**config.mk**
```make
export PLATFORM = sky130hd
export DESIGN_NAME = wb_port_arbiter
export DESIGN_NICKNAME = d
export VERILOG_FILES = /design/src/rtl/wb_port_arbiter_pkg.sv /design/src/rtl/wbarb_starve_ctr.sv /design/src/rtl/wb_port_arbiter.sv
export SDC_FILE = /design/constraint.sdc
export NUM_CORES = 1
export LEC_CHECK = 0
export ABC_AREA = 1
export ABC_CLOCK_PERIOD_IN_PS = 1380
export BUFFER_PORTS_ARGS = -buffer_cell sky130_fd_sc_hd__buf_2
export CAP_MARGIN = 25
export CORE_AREA = 2 2 101 103
export DETAILED_ROUTE_END_ITERATION = 7
export DIE_AREA = 0 0 103 105
export PLACE_DENSITY = 0.72
export SYNTH_ARGS = -nofsm -noshare
export SYNTH_HDL_FRONTEND = slang
export SYNTH_HIERARCHICAL = 1
export SYNTH_SLANG_ARGS = --single-unit
```
**constraint.sdc**
```tcl
create_clock -name clk -period 1.38 [get_ports clk]
set_input_delay 0 -clock clk [delete_from_list [all_inputs] [get_ports clk]]
set_output_delay 0 -clock clk [all_outputs]
set_load 0.05 [all_outputs]
```
**src/rtl/wb_port_arbiter_pkg.sv**
```systemverilog
// Shared widths, source encodings and FSM state type for the writeback port arbiter.
package wb_port_arbiter_pkg;

    localparam int RF_BUS_W   = 38;
    localparam int PC_W       = 32;
    localparam int REG_ADDR_W = 5;
    localparam int DATA_W     = 32;

    localparam logic SRC_PIPE = 1'b0;
    localparam logic SRC_DIV  = 1'b1;

    typedef enum logic {
        PIPE_PRI  = 1'b0,
        DIV_FORCE = 1'b1
    } wbarb_state_e;

    // r0 is hard-wired zero, so a divider result aimed at it must not write.
    function automatic logic div_we(input logic [REG_ADDR_W-1:0] waddr);
        return (waddr != {REG_ADDR_W{1'b0}});
    endfunction

endpackage

```
**src/rtl/wbarb_starve_ctr.sv**
```systemverilog
// Starvation guard: counts cycles a divider result waits and forces its grant at STARVE_LIMIT.
module wbarb_starve_ctr
    import wb_port_arbiter_pkg::*;
#(
    parameter int unsigned STARVE_LIMIT = 4
) (
    input  logic clk,
    input  logic resetn,
    input  logic div_valid,
    input  logic div_ready,
    output logic force_div
);

    localparam int unsigned CNT_W = $clog2(STARVE_LIMIT + 1);
    localparam logic [CNT_W-1:0] LIMIT = CNT_W'(STARVE_LIMIT);

    logic [CNT_W-1:0] starve_cnt_r;
    logic [CNT_W-1:0] starve_cnt_s;
    wbarb_state_e     state_r;
    wbarb_state_e     state_s;

    // Next counter value: saturating wait count, cleared on handshake or idle divider.
    always_comb begin
        starve_cnt_s = starve_cnt_r;
        if (!div_valid || div_ready) begin
            starve_cnt_s = {CNT_W{1'b0}};
        end else if (starve_cnt_r != LIMIT) begin
            starve_cnt_s = starve_cnt_r + CNT_W'(1);
        end else begin
            starve_cnt_s = starve_cnt_r;
        end
    end

    // Next state: force the divider once the wait count reaches the limit.
    always_comb begin
        state_s = state_r;
        case (state_r)
            PIPE_PRI: begin
                if (starve_cnt_s == LIMIT) state_s = DIV_FORCE;
                else                       state_s = PIPE_PRI;
            end
            DIV_FORCE: begin
                if (!div_valid || div_ready) state_s = PIPE_PRI;
                else                         state_s = DIV_FORCE;
            end
            default: state_s = PIPE_PRI;
        endcase
    end

    // Counter and state registers.
    always_ff @(posedge clk or negedge resetn) begin
        if (!resetn) begin
            starve_cnt_r <= {CNT_W{1'b0}};
            state_r      <= PIPE_PRI;
        end else begin
            starve_cnt_r <= starve_cnt_s;
            state_r      <= state_s;
        end
    end

    assign force_div = (state_r == DIV_FORCE);

endmodule

```
**src/rtl/wb_port_arbiter.sv**
```systemverilog
// Registered writeback stage sharing the regfile write port between pipeline and divider.
// Macro WBARB_STARVE_GUARD_EN enables the divider starvation guard; otherwise strict pipeline priority.
module wb_port_arbiter
    import wb_port_arbiter_pkg::*;
#(
    parameter int unsigned STARVE_LIMIT = 4
) (
    input  logic                  clk,
    input  logic                  resetn,
    input  logic                  pipe_valid,
    output logic                  pipe_ready,
    input  logic [RF_BUS_W-1:0]   pipe_rf_bus,
    input  logic [PC_W-1:0]       pipe_pc,
    input  logic                  div_valid,
    output logic                  div_ready,
    input  logic [REG_ADDR_W-1:0] div_waddr,
    input  logic [DATA_W-1:0]     div_wdata,
    input  logic [PC_W-1:0]       div_pc,
    output logic [RF_BUS_W-1:0]   rf_bus,
    output logic                  out_src,
    output logic [PC_W-1:0]       debug_wb_pc,
    output logic [3:0]            debug_wb_rf_we,
    output logic [REG_ADDR_W-1:0] debug_wb_rf_wnum,
    output logic [DATA_W-1:0]     debug_wb_rf_wdata
);

    logic                  grant_div_s;
    logic                  force_div_s;
    logic                  out_valid_r;
    logic                  we_r;
    logic                  src_r;
    logic [REG_ADDR_W-1:0] waddr_r;
    logic [DATA_W-1:0]     wdata_r;
    logic [PC_W-1:0]       pc_r;

`ifdef WBARB_STARVE_GUARD_EN
    wbarb_starve_ctr #(
        .STARVE_LIMIT (STARVE_LIMIT)
    ) u_starve_ctr (
        .clk       (clk),
        .resetn    (resetn),
        .div_valid (div_valid),
        .div_ready (grant_div_s),
        .force_div (force_div_s)
    );
`else
    // Strict pipeline priority; the limit has no effect in this build.
    assign force_div_s = 1'b0 & (STARVE_LIMIT != 0);
`endif

    // Grant: pipeline wins unless it is idle or the divider is being forced.
    always_comb begin
        grant_div_s = div_valid & (~pipe_valid | force_div_s);
        pipe_ready  = ~grant_div_s;
        div_ready   = grant_div_s;
    end

    // Writeback register: latch the granted entry, drop valid when nothing handshakes.
    always_ff @(posedge clk or negedge resetn) begin
        if (!resetn) begin
            out_valid_r <= 1'b0;
            we_r        <= 1'b0;
            waddr_r     <= {REG_ADDR_W{1'b0}};
            wdata_r     <= {DATA_W{1'b0}};
            pc_r        <= {PC_W{1'b0}};
            src_r       <= SRC_PIPE;
        end else if (div_valid && grant_div_s) begin
            out_valid_r <= 1'b1;
            we_r        <= div_we(div_waddr);
            waddr_r     <= div_waddr;
            wdata_r     <= div_wdata;
            pc_r        <= div_pc;
            src_r       <= SRC_DIV;
        end else if (pipe_valid && !grant_div_s) begin
            out_valid_r <= 1'b1;
            {we_r, waddr_r, wdata_r} <= pipe_rf_bus;
            pc_r        <= pipe_pc;
            src_r       <= SRC_PIPE;
        end else begin
            out_valid_r <= 1'b0;
        end
    end

    assign rf_bus            = {we_r & out_valid_r, waddr_r, wdata_r};
    assign out_src           = src_r;
    assign debug_wb_pc       = pc_r;
    assign debug_wb_rf_we    = {4{we_r & out_valid_r}};
    assign debug_wb_rf_wnum  = waddr_r;
    assign debug_wb_rf_wdata = wdata_r;

endmodule

```
==> impl_results.md, run 1 <==
* Status: finished, final reports clean
* Placed inst area at ~0.0045 mm^2
* FF+latch area at ~0.0018 mm^2
* Clk_skew at 0 ps
* Slew @ Worst Pin at around 500 ps
* TNS Setup at 0 ps
* Worst EP required at 1610 ps
* Total congestion overflow at 0
* CTS Buffer Depth at 2
* Worst-path cell chain: dlygate4sd3_1 > buf_2 > nor2_1 > dlygate4sd3_1 > nand3_1 > nand2_1 > nand2_1
* Leakage at about 0.0033 uW
* H-Tree Depth at 3
* Post-route ant nets at 0
* Final Max Slew Viols at 0
* GRT Util Overall at about 22%
* Layout Nets at just over 900
* Worst endpoint data arrival time at ~1500 ps
* Pwr Density at 1110 mW/mm^2
* Clk_lat worst skew at around 330 ps
* Seq cells post-synth at 72
* WL final at 12,300 um
* Vias at approximately 4,100
* Ys Warns at 6
* Synthesized instance count at around 430
* Vias per Instance at around 4.5
* Clock Sink Count at 72
* I/O pin count at 257
* CTS tree: yes
* Initial core utilization at 35.5%
* # diodes at 0
* Final min period at between 1000 and 1500 ps
* WL/cell at 13.3 um
* Multi-input gate area at 0.00119 mm^2
* Core Box Area at around 0.0096 mm^2
* Chip height at 105 um
* Most common cell after layout, fill and taps aside: buf_2
* Unrepaired setup endpoints after global routing: no
* First-pass GRT wire length at between 15,000 and 20,000 um
* Setup Fix Bufs, Post-CTS at 0
* VDD IR-drop max at between 0.4 and 0.5 mV
* Die ar. at 0.0108 mm^2
* Final core utilization at between 60 and 70%
* CP endpoint kind: flop
* Die X at 103 um
* Worst R2R Start: debug_wb_rf_wdata[7]
* Detail Placement HPWL at ~7300 um
* Netlist cell types at 12
* Initial antenna violation count at 0
* Non-Filler Instances at 920
* Mean Syn Cell Area at roughly 8 um^2
* Residual DRC count at 0
* FP Rows at 36
* Critical path's top delay family: buffers and inverters
* Gp weighted congestion at around 0.81
* Buffers on Ports at between 200 and 300
* Max-Slew Margin vs Limit at between 60 and 70%
* Share of cells above drive strength 1 at 35.5%
* Layout fillers at 773
* Largest net degree at the start of global routing at 73
* CP startpoint: div_waddr[1]
* Slowest stage delay, CP at roughly 570 ps
* First-pass detailed-route iteration total at 5
* Vias in the first global route at 4,260
* CP Class: input pin to flop
* Setup crit start kind: input pin
* Mapped Nets at 571
* Register area share after synthesis at around 53%
* CP Buf/Inv Count at 3
* Hold/Removal Path Class: input pin to async pin
* Max Fclk at approximately 0.76 GHz
* Initial detailed-routing violation count at 122
* PnR Total Power at just under 7000 uW
* Reg clk slew, reported paths at about 80 ps
* Crit-path max FO at 2
* # setup viols final at 0
* Crit-path slowest cell: dlygate4sd3_1
* Post-route cell area at 0.00620 mm^2
* Total of max-cap violations at 0
* Syn Std Cell Area at 0.00342 mm^2
* Final Cycle Share at 95.4%
* Most frequent cells in the layout: 255 x buf_2, 213 x nand2_1, 144 x dlygate4sd3_1
* DP Cell Count at 760
* CTS buffer count at 9
* Area growth, synth to finish at 81.4%
* CTS Root Cell: clkbuf_8
* Hold Fails Final Rpt at 0
power breakdown:
group	internal, uW	leakage (uW)	total (uW)	switching (uW)
sequential	2310	0.000871	2440	134
combinational	863	0.00236	2540	1680
clock	1170	0.000117	1920	750
total	4340	0.00335	6900	2570
worst paths after layout:
check / to / slack [ps] / cells past startpoint
worst min-delay path: debug_wb_rf_wdata[15] / 160 / 2
min in group clk: out_valid_r / 170 / 4
max in group asynchronous: debug_wb_rf_wdata[18] / 630 / 3
worst max-delay path: we_r / 60 / 7
worst min register to register: we_r / 510 / 2
worst max register to register: debug_wb_rf_wdata[7] / 120 / 3
through the flow:
stage | hold slack [ps] | setup slack (ps)
after global routing | 173 | 56.9
final | 160 | 63.6
after global placement | -5.33 | 439
after CTS | 138 | 82.9
after floorplan | -296 | 365
after detailed placement | -3.21 | 422
worst register-to-register path: stages (launching register included):
cell and delay, ps:
dfrtp_1 400, nand2_1 90, nand3_1 90, dlygate4sd3_1 570
state kept, by name, summed over array words and instances (netlist names):
name	cells
debug_wb_pc	32
debug_wb_rf_wdata	32
debug_wb_rf_wnum	5
out_src	1
out_valid_r	1
we_r	1
routing by layer:
metal / vias to the layer above / part of all wire [%] / GRT usage [%]
met4: 0 / 3.7 / 11.7
li1: 2009 / - / -
met2: 197 / 52 / 41.6
met3: 38 / 7.0 / 4.75
met5: - / 0 / 0
met1: 1883 / 37 / 22.9
cells by family (layout without fill, tap and decap cells):
kind of cell	Yosys count	count (layout)	synth area share (%)
simple gates	287	287	34.5
flops	72	72	52.7
buf+inv	68	427	12.6
compound gates	1	1	0.220
timing repair:
| action | in CTS | in global routing |
|---|---|---|
| setup endpoints to repair | 0 | 0 |
| endpoints found under the hold margin | 107 | 0 |
| resized for setup | 0 | 0 |
| hold buffers | 144 | 0 |
final cells by class:
type	count	share of cell area, %
inverter	5	0.303
clock inverter	2	0.968
timing repair buffer	406	45.1
multi-input combinational	288	19.1
clock buffer	14	2.78
sequential	72	29.0
tap	133	2.68
cell usage after synthesis:
cell type | n | area (um^2)
inv_2 | 1 | 3.75
dfrtp_1 | 72 | 1800
buf_2 | 16 | 80.1
nor2_4 | 2 | 22.5
clkbuf_1 | 3 | 11.3
nor2_1 | 2 | 7.51
a21boi_0 | 1 | 7.51
nand2_1 | 213 | 800
buf_4 | 41 | 308
buf_1 | 3 | 11.3
inv_1 | 4 | 15.0
nand3_1 | 70 | 350
No activity file was read; power rests on OpenSTA's default activity.
==> inputs of run 2 (changes only) <==
CORE_AREA = unset   (was 2 2 101 103)
CORE_UTILIZATION = 35   (was unset)
CTS_BUF_LIST = sky130_fd_sc_hd__clkbuf_4   (was unset)
DIE_AREA = unset   (was 0 0 103 105)
PLACE_DENSITY = 0.71   (was 0.72)
==> run 2 against run 1 <==
Against the previous run: register-to-register slack barely moved; global-route usage up 0.69 points; power shrank 8.2%; routed wire length down 1.1%; hold slack lost 120 ps; clock skew did not move; sequential cell count did not move; sequential power about the same; critical path type is now flop to flop; highest routed layer unchanged.
==> impl_results.md, run 2 (same netlist as run 1, synthesis figures left out) <==
* Status: finished, final reports clean (unchanged)
* Area growth, synth to finish at 79.2% (was 81.4%)
* Final Cycle Share at 92.1% (was 95.4%)
* Reg2reg end: debug_wb_rf_wdata[15] (was debug_wb_rf_wdata[7])
* I/O pin count at 257 (unchanged)
* Reg clk slew, reported paths at 110 ps (was 80 ps)
* First-pass GRT wire length at 18,400 um (was 19,300 um)
* Most common cell after layout, fill and taps aside: buf_2 (unchanged)
* H-Tree Depth at 3 (unchanged)
* Largest net degree at the start of global routing at 73 (unchanged)
* Most frequent cells in the layout: 255 x buf_2, 213 x nand2_1, 143 x dlygate4sd3_1 (was 255 x buf_2, 213 x nand2_1, 144 x dlygate4sd3_1)
* WL/cell at 13.2 um (was 13.3 um)
* Vias per Instance at 4.64 (was 4.49)
* TNS Setup at 0 ps (unchanged)
* CTS tree: yes (unchanged)
* VDD IR-drop max at 0.705 mV (was 0.491 mV)
* Detail Placement HPWL at 7020 um (was 7300 um)
* # diodes at 0 (unchanged)
* Core Box Area at 0.00937 mm^2 (was 0.00964 mm^2)
* Crit-path max FO at 3 (was 2)
* Setup ws final at 109 ps (was 63.6 ps)
* Pwr Density at 1030 mW/mm^2 (was 1110 mW/mm^2)
* Clk_skew at 0 ps (unchanged)
* Non-Filler Instances at 916 (was 920)
* Clk_lat worst skew at 400 ps (was 330 ps)
* Worst endpoint data arrival time at 1560 ps (was 1540 ps)
* Residual DRC count at 0 (unchanged)
* Max Fclk at 0.787 GHz (was 0.760 GHz)
* Chip height at 101 um (was 105 um)
* Share of cells above drive strength 1 at 35.8% (was 35.5%)
* Hold Fails Final Rpt at 0 (unchanged)
* Total of max-cap violations at 0 (unchanged)
* Max-Slew Margin vs Limit at 66.6% (about the same)
* Worst R2R Start: debug_wb_rf_wdata[15] (was debug_wb_rf_wdata[7])
* WHS Endpoint: out_valid_r
* FP Rows at 35 (was 36)
* Min-delay src: div_valid
* CTS buffer count at 9 (unchanged)
* Setup crit start kind: flop (was input pin)
* GRT Util Overall at 23.1% (was 22.5%)
* CTS Root Cell: clkbuf_4 (was clkbuf_8)
* WL final at 12,100 um (was 12,300 um)
* First-pass detailed-route iteration total at 4 (was 5)
* Worst EP required at 1670 ps (was 1610 ps)
* Initial core utilization at 36.5% (was 35.5%)
* Vias at 4,254 (was 4,127)
* Hold/Removal Path Class: input pin to flop (was input pin to async pin)
* Gp weighted congestion at 0.854 (was 0.807)
* Clock Sink Count at 72 (unchanged)
* Post-cts resize count at 0 (unchanged)
* CP endpoint kind: flop (unchanged)
* Die ar. at 0.0102 mm^2 (was 0.0108 mm^2)
* Multi-input gate area at 0.00119 mm^2 (unchanged)
* Leakage at 0.00331 uW (was 0.00335 uW)
* Post-route ant nets at 0 (unchanged)
* CTS Buffer Depth at 2 (unchanged)
* CP Class: flop to flop (was input pin to flop)
* Vias in the first global route at 4,120 (was 4,260)
* PnR Total Power at 6340 uW (was 6900 uW)
* Worst Hold Depth at 4
* Worst r2r path cells at 3 (unchanged)
* FF+latch area at 0.00180 mm^2 (unchanged)
* Pre-CTS setup slack at 399 ps (was 422 ps)
* Layout fillers at 736 (was 773)
* Die X at 101 um (was 103 um)
* Total congestion overflow at 0 (unchanged)
* Unrepaired setup endpoints after global routing: no (unchanged)
* DP Cell Count at 757 (was 760)
* Buffers on Ports at 256 (unchanged)
* WHS at 43.1 ps (was 160 ps)
* Final Max Slew Viols at 0 (unchanged)
* Final min period at 1270 ps (was 1320 ps)
* Initial detailed-routing violation count at 173 (was 122)
* Flop2flop setup slack at 110 ps (was 120 ps)
* # setup viols final at 0 (unchanged)
* Slew @ Worst Pin at 500 ps (was 501 ps)
* Layout Nets at 925 (unchanged)
* Initial antenna violation count at 0 (unchanged)
==> run 2: changes by cell type in the layout (fill, tap and decap cells not counted), moves of 2 or more <==
cell / before / now
clkbuf_8: 12 / 0
clkinv_4: 0 / 2
clkinvlp_4: 0 / 2
buf_12: 2 / 4
clkbuf_1: 2 / 0
clkinv_2: 0 / 2
clkbuf_4: 0 / 9
==> run 2: cell type report <==
class | instances | area share, %
clock inverters | 7 | 1.18
repair buffers | 406 | 46.0
flip-flops and latches | 72 | 29.4
inverters | 5 | 0.306
multi-input cells | 288 | 19.4
well taps | 129 | 2.63
clock buffers | 9 | 1.10
==> run 2: timing repair <==
| item | 4_1_cts | 5_1_grt |
|---|---|---|
| hold buffers | 143 | 0 |
| setup buffers | 0 | 0 |
| endpoints found under the hold margin | 143 | 0 |
==> run 2: worst max path at each step <==
stage               slack, ps                   from                     to  depth (start not counted)
global route               40                   we_r      debug_wb_rf_we[0]                          3
floorplan                 360                   we_r      debug_wb_rf_we[1]                          3
global placement          420             pipe_valid                   we_r                          5
CTS                       110                   we_r             rf_bus[37]                          3
detailed placement        400             pipe_valid  debug_wb_rf_wdata[13]                          5
finish                    110  debug_wb_rf_wdata[15]  debug_wb_rf_wdata[15]                          3
==> run 2: routing by layer <==
metal / share of wire (%) / track usage (%) / up-vias
met5: 0 / 0 / -
met4: 3.0 / 11.0 / 0
met3: 6.9 / 4.79 / 34
met2: 53 / 43.5 / 213
met1: 37 / 24.6 / 1998
li1: - / - / 2009
==> run 2: report_power, final <==
| group | leakage (uW) | switching, uW | total (uW) | internal (uW) |
|---|---|---|---|---|
| sequential | 0.000871 | 139 | 2440 | 2300 |
| clock | 0.0000719 | 786 | 1340 | 551 |
| combinational | 0.00237 | 1690 | 2560 | 869 |
| total | 0.00331 | 2610 | 6340 | 3730 |
==> run 2: critical path: stages, from the launching register on <==
cell and delay, ps:
dfrtp_1 420, nand2_1 90, nand3_1 80, dlygate4sd3_1 570
==> run 2: per-stage QoR <==
step | instance area (um^2) | utilization [%]
2_1_floorplan | 3420 | -
6_report | 6130 | 65.4
3_3_place_gp | 4560 | 48.6
4_1_cts | 6130 | 65.4
3_5_place_dp | 4560 | 48.6
5_1_grt | 6130 | 65.4
